<file path="src/rtl/etc_pkg.sv">
// Shared constants, FSM encodings and helpers for the toll-lane speed reporter.
package etc_pkg;

    localparam logic [7:0]  FRAME_HDR   = 8'hA5;
    localparam int unsigned FRAME_BYTES = 4;

    typedef enum logic [1:0] {FR_IDLE, FR_LOAD, FR_SEND} frame_state_t;
    typedef enum logic [1:0] {BIT_IDLE, BIT_START, BIT_DATA, BIT_STOP} bit_state_t;

    function automatic int unsigned clks_per_bit(input int unsigned sys_freq, input int unsigned baud);
        return sys_freq / baud;
    endfunction

    // Byte idx of the frame: header, speed high, speed low, xor checksum.
    function automatic logic [7:0] frame_byte(input logic [15:0] speed, input logic [1:0] idx);
        case (idx)
            2'd0:    return FRAME_HDR;
            2'd1:    return speed[15:8];
            2'd2:    return speed[7:0];
            default: return speed[15:8] ^ speed[7:0];
        endcase
    endfunction

endpackage

</file>
<file path="src/rtl/etc_speed_reporter_if.sv">
// Result bus from the lane core plus the reporter's host-facing status.
interface etc_speed_reporter_if #(
    parameter int unsigned WIDTH_SPEED = 14
);
    logic [WIDTH_SPEED:0] done_speed;
    logic                 uart_tx;
    logic                 busy;
    logic                 overspeed;
    logic [7:0]           drop_cnt;

    modport master (output done_speed, input uart_tx, busy, overspeed, drop_cnt);
    modport slave  (input done_speed, output uart_tx, busy, overspeed, drop_cnt);
endinterface

</file>
<file path="src/rtl/etc_uart_tx_byte.sv">
// 8N1 byte serializer; a start on the last stop-bit cycle chains the next byte with no gap.
module etc_uart_tx_byte
    import etc_pkg::*;
#(
    parameter int unsigned CLKS_PER_BIT = 87
) (
    input  logic       clk,
    input  logic       reset_n,
    input  logic       start,
    input  logic [7:0] data,
    output logic       busy,
    output logic       tx,
    output logic       last_c
);
    localparam int unsigned     CNT_W    = (CLKS_PER_BIT > 1) ? $clog2(CLKS_PER_BIT) : 1;
    localparam logic [CNT_W-1:0] CNT_LAST = CNT_W'(CLKS_PER_BIT - 1);

    bit_state_t       state, state_nxt;
    logic [CNT_W-1:0] cnt, cnt_nxt;
    logic [2:0]       bit_idx, bit_idx_nxt;
    logic [7:0]       sh, sh_nxt;
    logic             tx_nxt;
    logic             bit_end;

    assign bit_end = (cnt == CNT_LAST);
    assign last_c  = (state == BIT_STOP) && bit_end;

    always_ff @(posedge clk or negedge reset_n) begin
        if (!reset_n) begin
            state   <= BIT_IDLE;
            cnt     <= '0;
            bit_idx <= '0;
            sh      <= '0;
            tx      <= 1'b1;
            busy    <= 1'b0;
        end else begin
            state   <= state_nxt;
            cnt     <= cnt_nxt;
            bit_idx <= bit_idx_nxt;
            sh      <= sh_nxt;
            tx      <= tx_nxt;
            busy    <= (state_nxt != BIT_IDLE);
        end
    end

    always_comb begin
        state_nxt   = state;
        cnt_nxt     = bit_end ? '0 : cnt + CNT_W'(1);
        bit_idx_nxt = bit_idx;
        sh_nxt      = sh;
        tx_nxt      = tx;
        case (state)
            BIT_IDLE: begin
                cnt_nxt = '0;
                if (start) begin
                    state_nxt = BIT_START;
                    tx_nxt    = 1'b0;
                    sh_nxt    = data;
                end
            end
            BIT_START: if (bit_end) begin
                state_nxt   = BIT_DATA;
                bit_idx_nxt = '0;
                tx_nxt      = sh[0];
                sh_nxt      = {1'b0, sh[7:1]};
            end
            BIT_DATA: if (bit_end) begin
                if (bit_idx == 3'd7) begin
                    state_nxt = BIT_STOP;
                    tx_nxt    = 1'b1;
                end else begin
                    bit_idx_nxt = bit_idx + 3'd1;
                    tx_nxt      = sh[0];
                    sh_nxt      = {1'b0, sh[7:1]};
                end
            end
            BIT_STOP: if (bit_end) begin
                if (start) begin
                    state_nxt = BIT_START;
                    tx_nxt    = 1'b0;
                    sh_nxt    = data;
                end else begin
                    state_nxt = BIT_IDLE;
                    tx_nxt    = 1'b1;
                end
            end
            default: state_nxt = BIT_IDLE;
        endcase
    end

endmodule

</file>
<file path="src/rtl/etc_speed_reporter.sv">
// Captures speed results on done rising edges, buffers them and reports each as a 4-byte UART frame.
module etc_speed_reporter
    import etc_pkg::*;
#(
    parameter int unsigned WIDTH_SPEED = 14,
    parameter int unsigned SYS_FREQ    = 10000000,
    parameter int unsigned BAUD_RATE   = 115200,
    parameter int unsigned FIFO_DEPTH  = 4,
    parameter int unsigned SPEED_LIMIT = 60
) (
    input logic                clk,
    input logic                reset_n,
    etc_speed_reporter_if.slave bus
);
    localparam int unsigned CPB = clks_per_bit(SYS_FREQ, BAUD_RATE);
    localparam int unsigned AW  = (FIFO_DEPTH > 1) ? $clog2(FIFO_DEPTH) : 1;
    localparam int unsigned LW  = AW + 1;

    logic          done_d, capture_c, full_c, push_c, pop_c, start_c;
    logic [15:0]   speed16, rec;
    logic [15:0]   mem [FIFO_DEPTH];
    logic [AW-1:0] wr_ptr, rd_ptr;
    logic [LW-1:0] level;
    logic [1:0]    byte_idx;
    logic [7:0]    byte_data_c;
    logic          byte_busy, byte_last_c, tx;
    logic          busy_q, overspeed_q;
    logic [7:0]    drop_q;
    frame_state_t  state, state_nxt;

    assign speed16   = 16'(bus.done_speed[WIDTH_SPEED-1:0]);
    assign capture_c = bus.done_speed[WIDTH_SPEED] & ~done_d;
    assign full_c    = (level == LW'(FIFO_DEPTH));
    assign push_c    = capture_c & ~full_c;

    assign bus.uart_tx   = tx;
    assign bus.busy      = busy_q;
    assign bus.overspeed = overspeed_q;
    assign bus.drop_cnt  = drop_q;

    // Edge detect, over-speed flag and saturating drop counter.
    always_ff @(posedge clk or negedge reset_n) begin
        if (!reset_n) begin
            done_d      <= 1'b0;
            overspeed_q <= 1'b0;
            drop_q      <= '0;
        end else begin
            done_d <= bus.done_speed[WIDTH_SPEED];
            if (capture_c) overspeed_q <= (speed16 > 16'(SPEED_LIMIT));
            if (capture_c && full_c && drop_q != 8'hFF) drop_q <= drop_q + 8'd1;
        end
    end

    always_ff @(posedge clk) begin
        if (push_c) mem[wr_ptr] <= speed16;
    end

    always_ff @(posedge clk or negedge reset_n) begin
        if (!reset_n) begin
            wr_ptr <= '0;
            rd_ptr <= '0;
            level  <= '0;
        end else begin
            if (push_c) wr_ptr <= wr_ptr + AW'(1);
            if (pop_c)  rd_ptr <= rd_ptr + AW'(1);
            if (push_c && !pop_c)      level <= level + LW'(1);
            else if (!push_c && pop_c) level <= level - LW'(1);
        end
    end

    always_ff @(posedge clk or negedge reset_n) begin
        if (!reset_n) state <= FR_IDLE;
        else          state <= state_nxt;
    end

    // Frame sequencing: LOAD pops and launches the header, each stop-bit end chains the next byte.
    always_comb begin
        state_nxt   = state;
        pop_c       = 1'b0;
        start_c     = 1'b0;
        byte_data_c = frame_byte(rec, byte_idx + 2'd1);
        case (state)
            FR_IDLE: if (level != '0) state_nxt = FR_LOAD;
            FR_LOAD: begin
                pop_c       = 1'b1;
                start_c     = 1'b1;
                byte_data_c = FRAME_HDR;
                state_nxt   = FR_SEND;
            end
            FR_SEND: if (byte_last_c) begin
                if (byte_idx == 2'(FRAME_BYTES - 1)) state_nxt = FR_IDLE;
                else                                 start_c   = 1'b1;
            end
            default: state_nxt = FR_IDLE;
        endcase
    end

    always_ff @(posedge clk or negedge reset_n) begin
        if (!reset_n) begin
            busy_q   <= 1'b0;
            rec      <= '0;
            byte_idx <= '0;
        end else begin
            busy_q <= (state_nxt != FR_IDLE);
            if (state == FR_LOAD) begin
                rec      <= mem[rd_ptr];
                byte_idx <= '0;
            end else if (state == FR_SEND && byte_last_c) begin
                byte_idx <= byte_idx + 2'd1;
            end
        end
    end

    etc_uart_tx_byte #(.CLKS_PER_BIT(CPB)) u_tx (
        .clk     (clk),
        .reset_n (reset_n),
        .start   (start_c),
        .data    (byte_data_c),
        .busy    (byte_busy),
        .tx      (tx),
        .last_c  (byte_last_c)
    );

    a_serializer_active: assert property (@(posedge clk) disable iff (!reset_n)
        (state == FR_SEND) |-> byte_busy);

endmodule

</file>
<file path="src/flat_wrapper.sv">
// flat-port wrapper written by rule: the top's interface ports become plain ports
module etc_speed_reporter_flat import etc_pkg::*;
#(
    parameter int unsigned WIDTH_SPEED = 14,
    parameter int unsigned SYS_FREQ    = 10000000,
    parameter int unsigned BAUD_RATE   = 115200,
    parameter int unsigned FIFO_DEPTH  = 4,
    parameter int unsigned SPEED_LIMIT = 60
)
  (clk, reset_n, bus_done_speed, bus_uart_tx, bus_busy, bus_overspeed, bus_drop_cnt);
  etc_speed_reporter_if #(.WIDTH_SPEED(WIDTH_SPEED)) bus_i ();
  input logic clk;
  input logic reset_n;
  input wire logic [$bits(bus_i.done_speed)-1:0] bus_done_speed;
  output wire logic [$bits(bus_i.uart_tx)-1:0] bus_uart_tx;
  output wire logic [$bits(bus_i.busy)-1:0] bus_busy;
  output wire logic [$bits(bus_i.overspeed)-1:0] bus_overspeed;
  output wire logic [$bits(bus_i.drop_cnt)-1:0] bus_drop_cnt;
  assign bus_i.done_speed = bus_done_speed;
  assign bus_uart_tx = bus_i.uart_tx;
  assign bus_busy = bus_i.busy;
  assign bus_overspeed = bus_i.overspeed;
  assign bus_drop_cnt = bus_i.drop_cnt;
  etc_speed_reporter #(.WIDTH_SPEED(WIDTH_SPEED), .SYS_FREQ(SYS_FREQ), .BAUD_RATE(BAUD_RATE), .FIFO_DEPTH(FIFO_DEPTH), .SPEED_LIMIT(SPEED_LIMIT)) u_core (.clk(clk), .reset_n(reset_n), .bus(bus_i));
endmodule
</file>
<file path="config.mk">
export PLATFORM = sky130hd
export DESIGN_NAME = etc_speed_reporter_flat
export DESIGN_NICKNAME = d
export VERILOG_FILES = /design/src/rtl/etc_pkg.sv /design/src/rtl/etc_speed_reporter_if.sv /design/src/rtl/etc_uart_tx_byte.sv /design/src/rtl/etc_speed_reporter.sv /design/src/flat_wrapper.sv
export SDC_FILE = /design/constraint.sdc
export NUM_CORES = 1
export LEC_CHECK = 0
export CORE_MARGIN = 10
export CORE_UTILIZATION = 55
export DETAILED_ROUTE_END_ITERATION = 16
export HOLD_SLACK_MARGIN = 0.05
export PLACE_DENSITY = 0.73
export SLEW_MARGIN = 10
export SYNTH_ARGS = -nofsm -noshare
export SYNTH_HDL_FRONTEND = slang
export SYNTH_SLANG_ARGS = --single-unit
</file>
<file path="constraint.sdc">
create_clock -name clk -period 4.4 [get_ports clk]
set_clock_uncertainty 0.15 [all_clocks]
set_input_delay 0.66 -clock clk [delete_from_list [all_inputs] [get_ports clk]]
set_output_delay 0.66 -clock clk [all_outputs]
set_load 0.02 [all_outputs]
</file>
==> results_tabular.tex, run 1 <==
\begin{tabular}{lr}
\hline
Metric & Value \\
\hline
\multicolumn{2}{l}{\textbf{Flow run}} \\
\quad Max-Cap Viols & 0 \\
\multicolumn{2}{l}{\textbf{Logic synthesis}} \\
\quad Combined area of all synthesized cells & around 0.005 sq mm \\
\quad Register area share after synthesis & 60.88\% \\
\quad Post-Synthesis Mean Instance Area & $\sim$15 sq um \\
\quad Most frequent cells after synthesis & dfrtp\_1, edfxtp\_1, ha\_1 \\
\quad Number of nets in the synthesized netlist & $\sim$400 \\
\quad Yosys warning total & 0 \\
\quad Predominant post-synthesis flop cell & edfxtp\_1 \\
\quad Count of different cell masters after synthesis & 54 \\
\quad Asr flop ratio synth & roughly 50\% \\
\quad Synth Instances & around 350 \\
\quad Portion of synthesized cell area occupied by the leading cell type & between 30\% and 40\% \\
\quad Cells taking the most area after synthesis & edfxtp\_1, dfrtp\_1, mux4\_2, ha\_1, mux2\_2 \\
\quad Number of enable flip-flop cells after synthesis & 56 \\
\quad Cell type with the largest total area after synthesis & edfxtp\_1 \\
\quad FF+latch count, synth & 113 \\
\multicolumn{2}{l}{\textbf{Place}} \\
\quad Final HPWL from detailed placement & approximately 6200 um \\
\quad Worst slack, placed & around 1.3 ns \\
\quad Number of buffers added on ports & 27 \\
\quad Final weighted congestion in routability-driven placement & between 0.7 and 0.8 \\
\multicolumn{2}{l}{\textbf{Pwr}} \\
\quad Worst vdd rail ir drop & roughly 0.36 mV \\
\quad P\_leak & 2.339 nW \\
\quad Combinational Power Share & slightly above 9\% \\
\quad Net switching share of the total power & about a quarter \\
\quad Net Switching & between 700 and 800 uW \\
\quad PD cells & about 460 mW/mm\^{}2 \\
\quad Flop pwr share & 45.8\% \\
\quad Cell internal pwr & 2.081 mW \\
\quad Clock share of power & a little under half \\
\multicolumn{2}{l}{\textbf{Timing}} \\
\quad Achievable Freq & 387.4 MHz \\
\quad Aggregate negative setup slack & 0 ns \\
\quad Worst slew pin tran & about 0.94 ns \\
\quad Count of final setup violators & 0 \\
\quad Post-layout worst setup margin & between 1.5 and 2 ns \\
\quad Unrepaired setup endpoints after global routing & false \\
\quad Hold Violations, Final & 0 \\
\quad Portion of the clock cycle consumed by the worst path in the final layout & approximately three fifths \\
\quad Worst slew margin relative to its limit & 37.23\% \\
\quad Number of slew-limit violations in the final report & 0 \\
\quad Min Tclk post-route & 2.582 ns \\
\multicolumn{2}{l}{\textbf{Die}} \\
\quad Height of the die & 116.4 um \\
\quad Core Area & 0.009153 sq mm \\
\quad Area of the die & approximately 0.014 sq mm \\
\quad Starting utilization of the core area & a little under three fifths \\
\quad Number of standard-cell rows in the floorplan & 35 \\
\quad Top-level port count & 28 \\
\quad Horiz. Die Dim & $\sim$120 um \\
\multicolumn{2}{l}{\textbf{Routing}} \\
\quad Via-to-Cell Ratio & around 5.6 \\
\quad ANT nets after route & 0 \\
\quad Wire per inst & 17.93 um \\
\quad Vias after detailed routing & around 2800 \\
\quad First-pass iteration count of the detailed router & 4 \\
\quad Detailed-route DRC error count & 0 \\
\quad Initial DRC count & around 150 \\
\quad Total routed wirelength & slightly above 9000 um \\
\multicolumn{2}{l}{\textbf{Finish}} \\
\quad Antenna fix cells & 0 \\
\quad Post-layout nets & approximately 430 \\
\quad Area growth from synthesis to final layout & 18.03\% \\
\quad Share of final-layout standard cells stronger than drive strength 1 & a little over a fifth \\
\multicolumn{2}{l}{\textbf{Critical path}} \\
\quad Crit end category & flip-flop \\
\quad Setup Crit Path Kind & input pin to flip-flop \\
\quad Element type at the critical path start & input pin \\
\quad Worst path required time & 4.69 ns \\
\quad Data arrival time of the critical path & between 2 and 3 ns \\
\quad Register-to-register setup slack & around 1.9 ns \\
\quad Largest fanout on the critical path & 8 \\
\multicolumn{2}{l}{\textbf{GRT}} \\
\quad Antenna violations before repair & 0 \\
\quad Global route overflow & 0 \\
\quad Overall routing resource usage & 15.28\% \\
\quad Largest net degree at the start of global routing & 42 \\
\quad Wire length of the first global-routing pass & between 15000 and 20000 um \\
\quad Vias in the first global route & 3099 \\
\multicolumn{2}{l}{\textbf{Clock network}} \\
\quad Number of resized instances in the post-cts repair step & 0 \\
\quad Total CTS buffers & 17 \\
\quad CTS tree & built \\
\quad Clock Tree Root & clkbuf\_8 \\
\quad Clock network latency to the later pin of the worst-skew pair & around 0.52 ns \\
\quad Clock edge transition at the registers on the reported setup and hold paths & around 0.06 ns \\
\quad \# H-tree levels & 4 \\
\quad Clock Path Buffers & 2 \\
\quad Count of clock tree sinks & about 110 \\
\multicolumn{2}{l}{\textbf{Status}} \\
\quad Outcome & complete, no violations \\
\multicolumn{2}{l}{\textbf{Hold path}} \\
\quad HP Class & flip-flop to flip-flop \\
\hline
\end{tabular}
[power groups by stage]
stage                     clock [mW]  combinational, mW  sequential, mW
final                           1.26              0.254            1.27
after global routing            1.33              0.285            1.29
after floorplan                    0              0.134            1.30
after detailed placement           0              0.258            1.29
after CTS                       1.28              0.260            1.27
after global placement             0              0.245            1.29
[metrics by stage]
step	hold WS [ns]	total power, mW	util [%]	instances	area [sq um]
floorplan	0.2144	1.430	-	349	5107
global placement	0.3136	1.530	59.79	478	5473
detailed placement	0.3219	1.552	59.79	478	5473
CTS	0.3412	2.809	65.86	510	6028
global route	0.3656	2.899	65.86	510	6028
finish	0.3346	2.784	65.86	510	6028
[logic make-up after synthesis]
family                   after synthesis  share of synthesized area, %
buffers and inverters                 25                         2.082
AND/OR/NAND/NOR                       73                         7.791
flip-flops                           113                         60.88
multiplexers                          38                         11.42
adder cells (fa/ha/maj)               24                         6.027
XOR/XNOR                              25                         4.287
AO/OA/AOI/OAI                         51                         7.521
[routing by layer]
| layer | global-route usage, % | wire length, um | vias up |
|---|---|---|---|
| met5 | 0 | 0 | - |
| met4 | 6.255 | 131 | 0 |
| met3 | 5.701 | 379 | 14 |
| met2 | 23.98 | 4561 | 56 |
| met1 | 18.66 | 4068 | 1399 |
| li1 | - | - | 1380 |
[placed cells by master (no fill, tap or decap), types with 13 or more instances in the layout]
cell / n
dfrtp_1: 56
edfxtp_1: 56
clkdlybuf4s50_1: 26
ha_1: 23
mux2_2: 22
nor2_1: 17
clkbuf_16: 16
xnor2_1: 14
mux4_2: 14
inv_1: 13
nand2_1: 13
[state kept, by name, indices dropped and copies added, names as in the netlist]
register / count
u_core.mem: 56
u_core.wr_ptr: 2
u_core.u_tx.state: 2
u_core.u_tx.cnt: 7
u_core.u_tx.sh: 8
u_core.state: 2
u_core.done_d: 1
u_core.bus.busy: 1
u_core.bus.overspeed: 1
u_core.level: 3
u_core.bus.drop_cnt: 8
u_core.byte_idx: 2
u_core.u_tx.bit_idx: 3
u_core.rec: 14
u_core.rd_ptr: 2
u_core.u_tx.tx: 1
[what timing repair did]
item,CTS,global route
hold buffers,1,0
hold endpoints to repair,16,0
endpoints found under the setup margin,0,0
buffers inserted,0,0
[area by class of cell]
cell class              count  area, sq um
repair buffers             30        290.3
fillers                   630         3124
multi-input cells         211         1892
clock buffers              17        414.1
well taps                 111        138.9
flip-flops and latches    113         3109
inverters                  14        52.55
clock inverters            14        131.4
[worst paths after layout]
path,depth (start not counted),startpoint,end
hold reg to reg,1,u_core.bus.overspeed$_DFFE_PN0P_,u_core.bus.overspeed$_DFFE_PN0P_
setup reg to reg,8,u_core.level[2]$_DFFE_PN0P_,u_core.level[2]$_DFFE_PN0P_
max in group asynchronous,3,reset_n,u_core.u_tx.cnt[2]$_DFF_PN0_
min in group asynchronous,2,reset_n,u_core.rec[9]$_DFFE_PN0P_
setup / recovery,9,bus_done_speed[14],u_core.level[2]$_DFFE_PN0P_
hold / removal,1,u_core.bus.overspeed$_DFFE_PN0P_,u_core.bus.overspeed$_DFFE_PN0P_
[worst max-delay path, cell delays in order]
cell and delay (ns):
clkdlybuf4s50_1 0.48, nand2b_1 0.15, nor2b_1 0.43, ha_1 0.27, inv_1 0.06, fa_1 0.38, xor2_1 0.15, nor2_1 0.12
xor2_1 0.18
No activity file was read; power rests on OpenSTA's default activity.
==> run 2, diff against run 1 <==
--- a/config.mk
+++ b/config.mk
@@ -6,10 +6,10 @@
 export NUM_CORES = 1
 export LEC_CHECK = 0
 export CORE_MARGIN = 10
-export CORE_UTILIZATION = 55
+export CORE_UTILIZATION = 54
 export DETAILED_ROUTE_END_ITERATION = 16
 export HOLD_SLACK_MARGIN = 0.05
-export PLACE_DENSITY = 0.73
+export PLACE_DENSITY = 0.75
 export SLEW_MARGIN = 10
 export SYNTH_ARGS = -nofsm -noshare
 export SYNTH_HDL_FRONTEND = slang
==> constraint.sdc (replaced) <==
create_clock -name clk -period 2.33 [get_ports clk]
set_clock_uncertainty 0.15 [all_clocks]
set_input_delay 0.3495 -clock clk [delete_from_list [all_inputs] [get_ports clk]]
set_output_delay 0.3495 -clock clk [all_outputs]
set_load 0.02 [all_outputs]
==> run 2 against run 1 <==
  * Via count grew 5.3%
  * Combinational power is 120% higher
  * Count of clock-buffer cells in the layout unchanged
  * Critical path depth fell by 3
  * Worst setup slack lost 1.8 ns
  * Critical endpoint is now u_core.level[1]$_DFFE_PN0P_
  * Largest power group is now clock
  * Highest routed layer unchanged
==> results_tabular.tex, run 2 (synthesized netlist as in run 1, its figures left out) <==
\begin{tabular}{lr}
\hline
Metric & Value \\
\hline
\multicolumn{2}{l}{\textbf{Status}} \\
\quad Outcome & complete, no violations \\
\multicolumn{2}{l}{\textbf{Critical path}} \\
\quad Element type at the critical path start & flip-flop \\
\quad Number of cells on the worst reg-to-reg path & 6 (-2) \\
\quad Crit end category & flip-flop \\
\quad Largest fanout on the critical path & 4 (-4) \\
\quad Data arrival time of the critical path & 2.54 ns (-0.33 ns) \\
\quad Register-to-register setup slack & 0.02 ns (-1.88 ns) \\
\quad Critical Path Source & u\_core.level[1]\$\_DFFE\_PN0P\_ \\
\quad Setup Crit Path Kind & flip-flop to flip-flop \\
\quad Worst path required time & 2.57 ns (-2.12 ns) \\
\quad Critical register-to-register path endpoint & u\_core.level[1]\$\_DFFE\_PN0P\_ \\
\quad Worst reg2reg path startpoint & u\_core.level[1]\$\_DFFE\_PN0P\_ \\
\quad Capture point of the critical path & u\_core.level[1]\$\_DFFE\_PN0P\_ \\
\multicolumn{2}{l}{\textbf{Routing}} \\
\quad Via-to-Cell Ratio & 5.523 (-1.1\%) \\
\quad ANT nets after route & 0 (unchanged) \\
\quad Wire per inst & 17.31 um (-3.4\%) \\
\quad Detailed-route DRC error count & 0 (unchanged) \\
\quad First-pass iteration count of the detailed router & 5 (+1) \\
\quad Vias after detailed routing & 2999 (+5.3\%) \\
\quad Total routed wirelength & 9399 um (+2.8\%) \\
\quad Initial DRC count & 172 (+16\%) \\
\multicolumn{2}{l}{\textbf{Finish}} \\
\quad Area growth from synthesis to final layout & 22.61\% \\
\quad Multi-input gate area & 0.001894 sq mm (+0.13\%) \\
\quad Largest registers ranked by flip-flop count & u\_core.mem x56, u\_core.rec x14 \\
\quad Share of final-layout standard cells stronger than drive strength 1 & 24.40\% (+3.6 points) \\
\quad Commonest non-fill, non-tap cell in the layout & edfxtp\_1 \\
\quad \# fillers & 614 (-2.5\%) \\
\quad Final core utilization & 67.77\% (+1.9 points) \\
\quad Sequential standard cell area & 0.003112 sq mm (about the same) \\
\quad Register containing the most flip-flops in the final layout & u\_core.mem \\
\quad Post-layout nets & 442 (+3.3\%) \\
\quad Antenna fix cells & 0 (unchanged) \\
\quad Number of non-filler instances in the completed layout & 543 (+6.5\%) \\
\quad Flip-flop count of the largest register after layout & 56 (unchanged) \\
\quad Commonest cells after routing, fill and taps aside & edfxtp\_1, dfrtp\_1, clkdlybuf4s50\_1, ha\_1, mux2\_2 \\
\multicolumn{2}{l}{\textbf{Pwr}} \\
\quad PD cells & 873.2 mW/mm\^{}2 (+89\%) \\
\quad P\_leak & 2.457 nW (+5.1\%) \\
\quad Worst vdd rail ir drop & 0.5759 mV (+60\%) \\
\multicolumn{2}{l}{\textbf{Die}} \\
\quad Horiz. Die Dim & 117.3 um (+0.76\%) \\
\quad Starting utilization of the core area & 55.27\% (-0.53 points) \\
\quad Height of the die & 117.3 um (+0.76\%) \\
\quad Area of the die & 0.01375 sq mm (+1.5\%) \\
\quad Top-level port count & 28 (unchanged) \\
\quad Core Area & 0.009240 sq mm (+0.96\%) \\
\quad Number of standard-cell rows in the floorplan & 35 (unchanged) \\
\multicolumn{2}{l}{\textbf{Timing}} \\
\quad Unrepaired setup endpoints after global routing & true \\
\quad Portion of the clock cycle consumed by the worst path in the final layout & 99.09\% \\
\quad Min Tclk post-route & around 2.3 ns \\
\quad Number of slew-limit violations in the final report & 0 (unchanged) \\
\quad Worst slew pin tran & 0.3604 ns (-0.5810 ns) \\
\quad Count of final setup violators & 0 (unchanged) \\
\quad Post-layout worst setup margin & 0.02116 ns (-1.797 ns) \\
\quad Worst slew margin relative to its limit & 75.97\% (+39 points) \\
\quad Achievable Freq & 433.1 MHz \\
\quad Hold Violations, Final & 0 (unchanged) \\
\multicolumn{2}{l}{\textbf{Place}} \\
\quad Final HPWL from detailed placement & 6064 um (-2.3\%) \\
\quad Final weighted congestion in routability-driven placement & 0.8055 (+2.0\%) \\
\quad Worst slack, placed & -0.01681 ns (-1.287 ns) \\
\quad Cell count after placement & 509 (+6.5\%) \\
\quad Number of buffers added on ports & 27 (unchanged) \\
\multicolumn{2}{l}{\textbf{Clock network}} \\
\quad Clock network latency to the later pin of the worst-skew pair & 0.51 ns (about the same) \\
\quad Clock Path Buffers & 2 (unchanged) \\
\quad Total CTS buffers & 17 (unchanged) \\
\quad \# H-tree levels & 4 (unchanged) \\
\quad Clock edge transition at the registers on the reported setup and hold paths & 0.06 ns (about the same) \\
\quad Clock Tree Root & clkbuf\_8 \\
\quad CTS tree & built \\
\quad Count of clock tree sinks & 113 (unchanged) \\
\multicolumn{2}{l}{\textbf{GRT}} \\
\quad Wire length of the first global-routing pass & 15900 um (+0.97\%) \\
\quad Antenna violations before repair & 0 (unchanged) \\
\quad Vias in the first global route & 3106 (+0.23\%) \\
\quad Largest net degree at the start of global routing & 58 (+38\%) \\
\quad Global route overflow & 0 (unchanged) \\
\quad Overall routing resource usage & 15.08\% (-0.20 points) \\
\multicolumn{2}{l}{\textbf{Flow run}} \\
\quad Max-Cap Viols & 0 (unchanged) \\
\multicolumn{2}{l}{\textbf{Hold path}} \\
\quad HP Class & input pin to flip-flop \\
\hline
\end{tabular}
-- run 2: cell types whose count changed in the layout (fill, tap and decap cells not counted), sizes merged --
cell / previous run / this run
clkinvlp: 4 / 0
bufinv: 1 / 2
inv: 19 / 21
buf: 3 / 17
clkinv: 4 / 6
-- run 2: layout make-up --
| cell class | instances | area share (%) |
|---|---|---|
| Clock inverter | 15 | 2.717 |
| Sequential cell | 113 | 49.69 |
| Inverter | 14 | 0.8392 |
| Clock buffer | 17 | 6.613 |
| Tap cell | 129 | 2.577 |
| Timing Repair Buffer | 44 | 7.313 |
| Multi-Input combinational cell | 211 | 30.25 |
-- run 2: worst min-delay path by stage --
stage,from,to,slack [ns],depth (start not counted)
6_report,bus_done_speed[14],u_core.done_d$_DFF_PN0_,0.18,1
5_1_grt,bus_done_speed[14],u_core.done_d$_DFF_PN0_,0.16,1
4_1_cts,bus_done_speed[14],u_core.done_d$_DFF_PN0_,0.15,1
3_5_place_dp,reset_n,u_core.u_tx.sh[5]$_DFFE_PN0P_,0.23,2
3_3_place_gp,reset_n,u_core.u_tx.sh[3]$_DFFE_PN0P_,0.22,2
2_1_floorplan,reset_n,u_core.bus.busy$_DFF_PN0_,-0.1,0
-- run 2: metrics by stage --
stage | instance area [sq um] | power [mW] | hold slack [ns] | setup TNS (ns)
after floorplan | 5107 | 2.701 | -0.09609 | 0
after CTS | 6250 | 5.515 | 0.1535 | 0
after global routing | 6262 | 5.711 | 0.1641 | -0.05411
final | 6262 | 5.468 | 0.1839 | 0
after detailed placement | 5655 | 2.966 | 0.2275 | -0.01681
after global placement | 5655 | 2.941 | 0.2241 | 0
-- run 2: power breakdown --
group          internal (mW)  switching, mW
logic                  0.281          0.276
registers               2.29          0.115
clock network           1.55          0.958
total                   4.12           1.35
-- run 2: per-layer routing --
| metal | GRT usage (%) | share of wire (%) |
|---|---|---|
| met1 | 19.24 | 45 |
| met2 | 24.51 | 50 |
| met4 | 4.695 | 0.79 |
| met3 | 4.128 | 3.7 |
| met5 | 0 | 0 |
-- run 2: timing repair --
action / 4_1_cts / 5_1_grt
hold endpoints to repair: 57 / 0
buffers inserted: 0 / 1
resized for setup: 0 / 4
setup endpoints to repair: 0 / 3
hold buffers: 1 / 0
-- run 2: worst max-delay path, cell delays in order (launching register included) --
cell	delay, ns
dfrtp_2	0.43
or3b_4	0.42
nor2b_2	0.18
ha_1	0.22
inv_1	0.09
fa_1	0.42
mux2_2	0.27
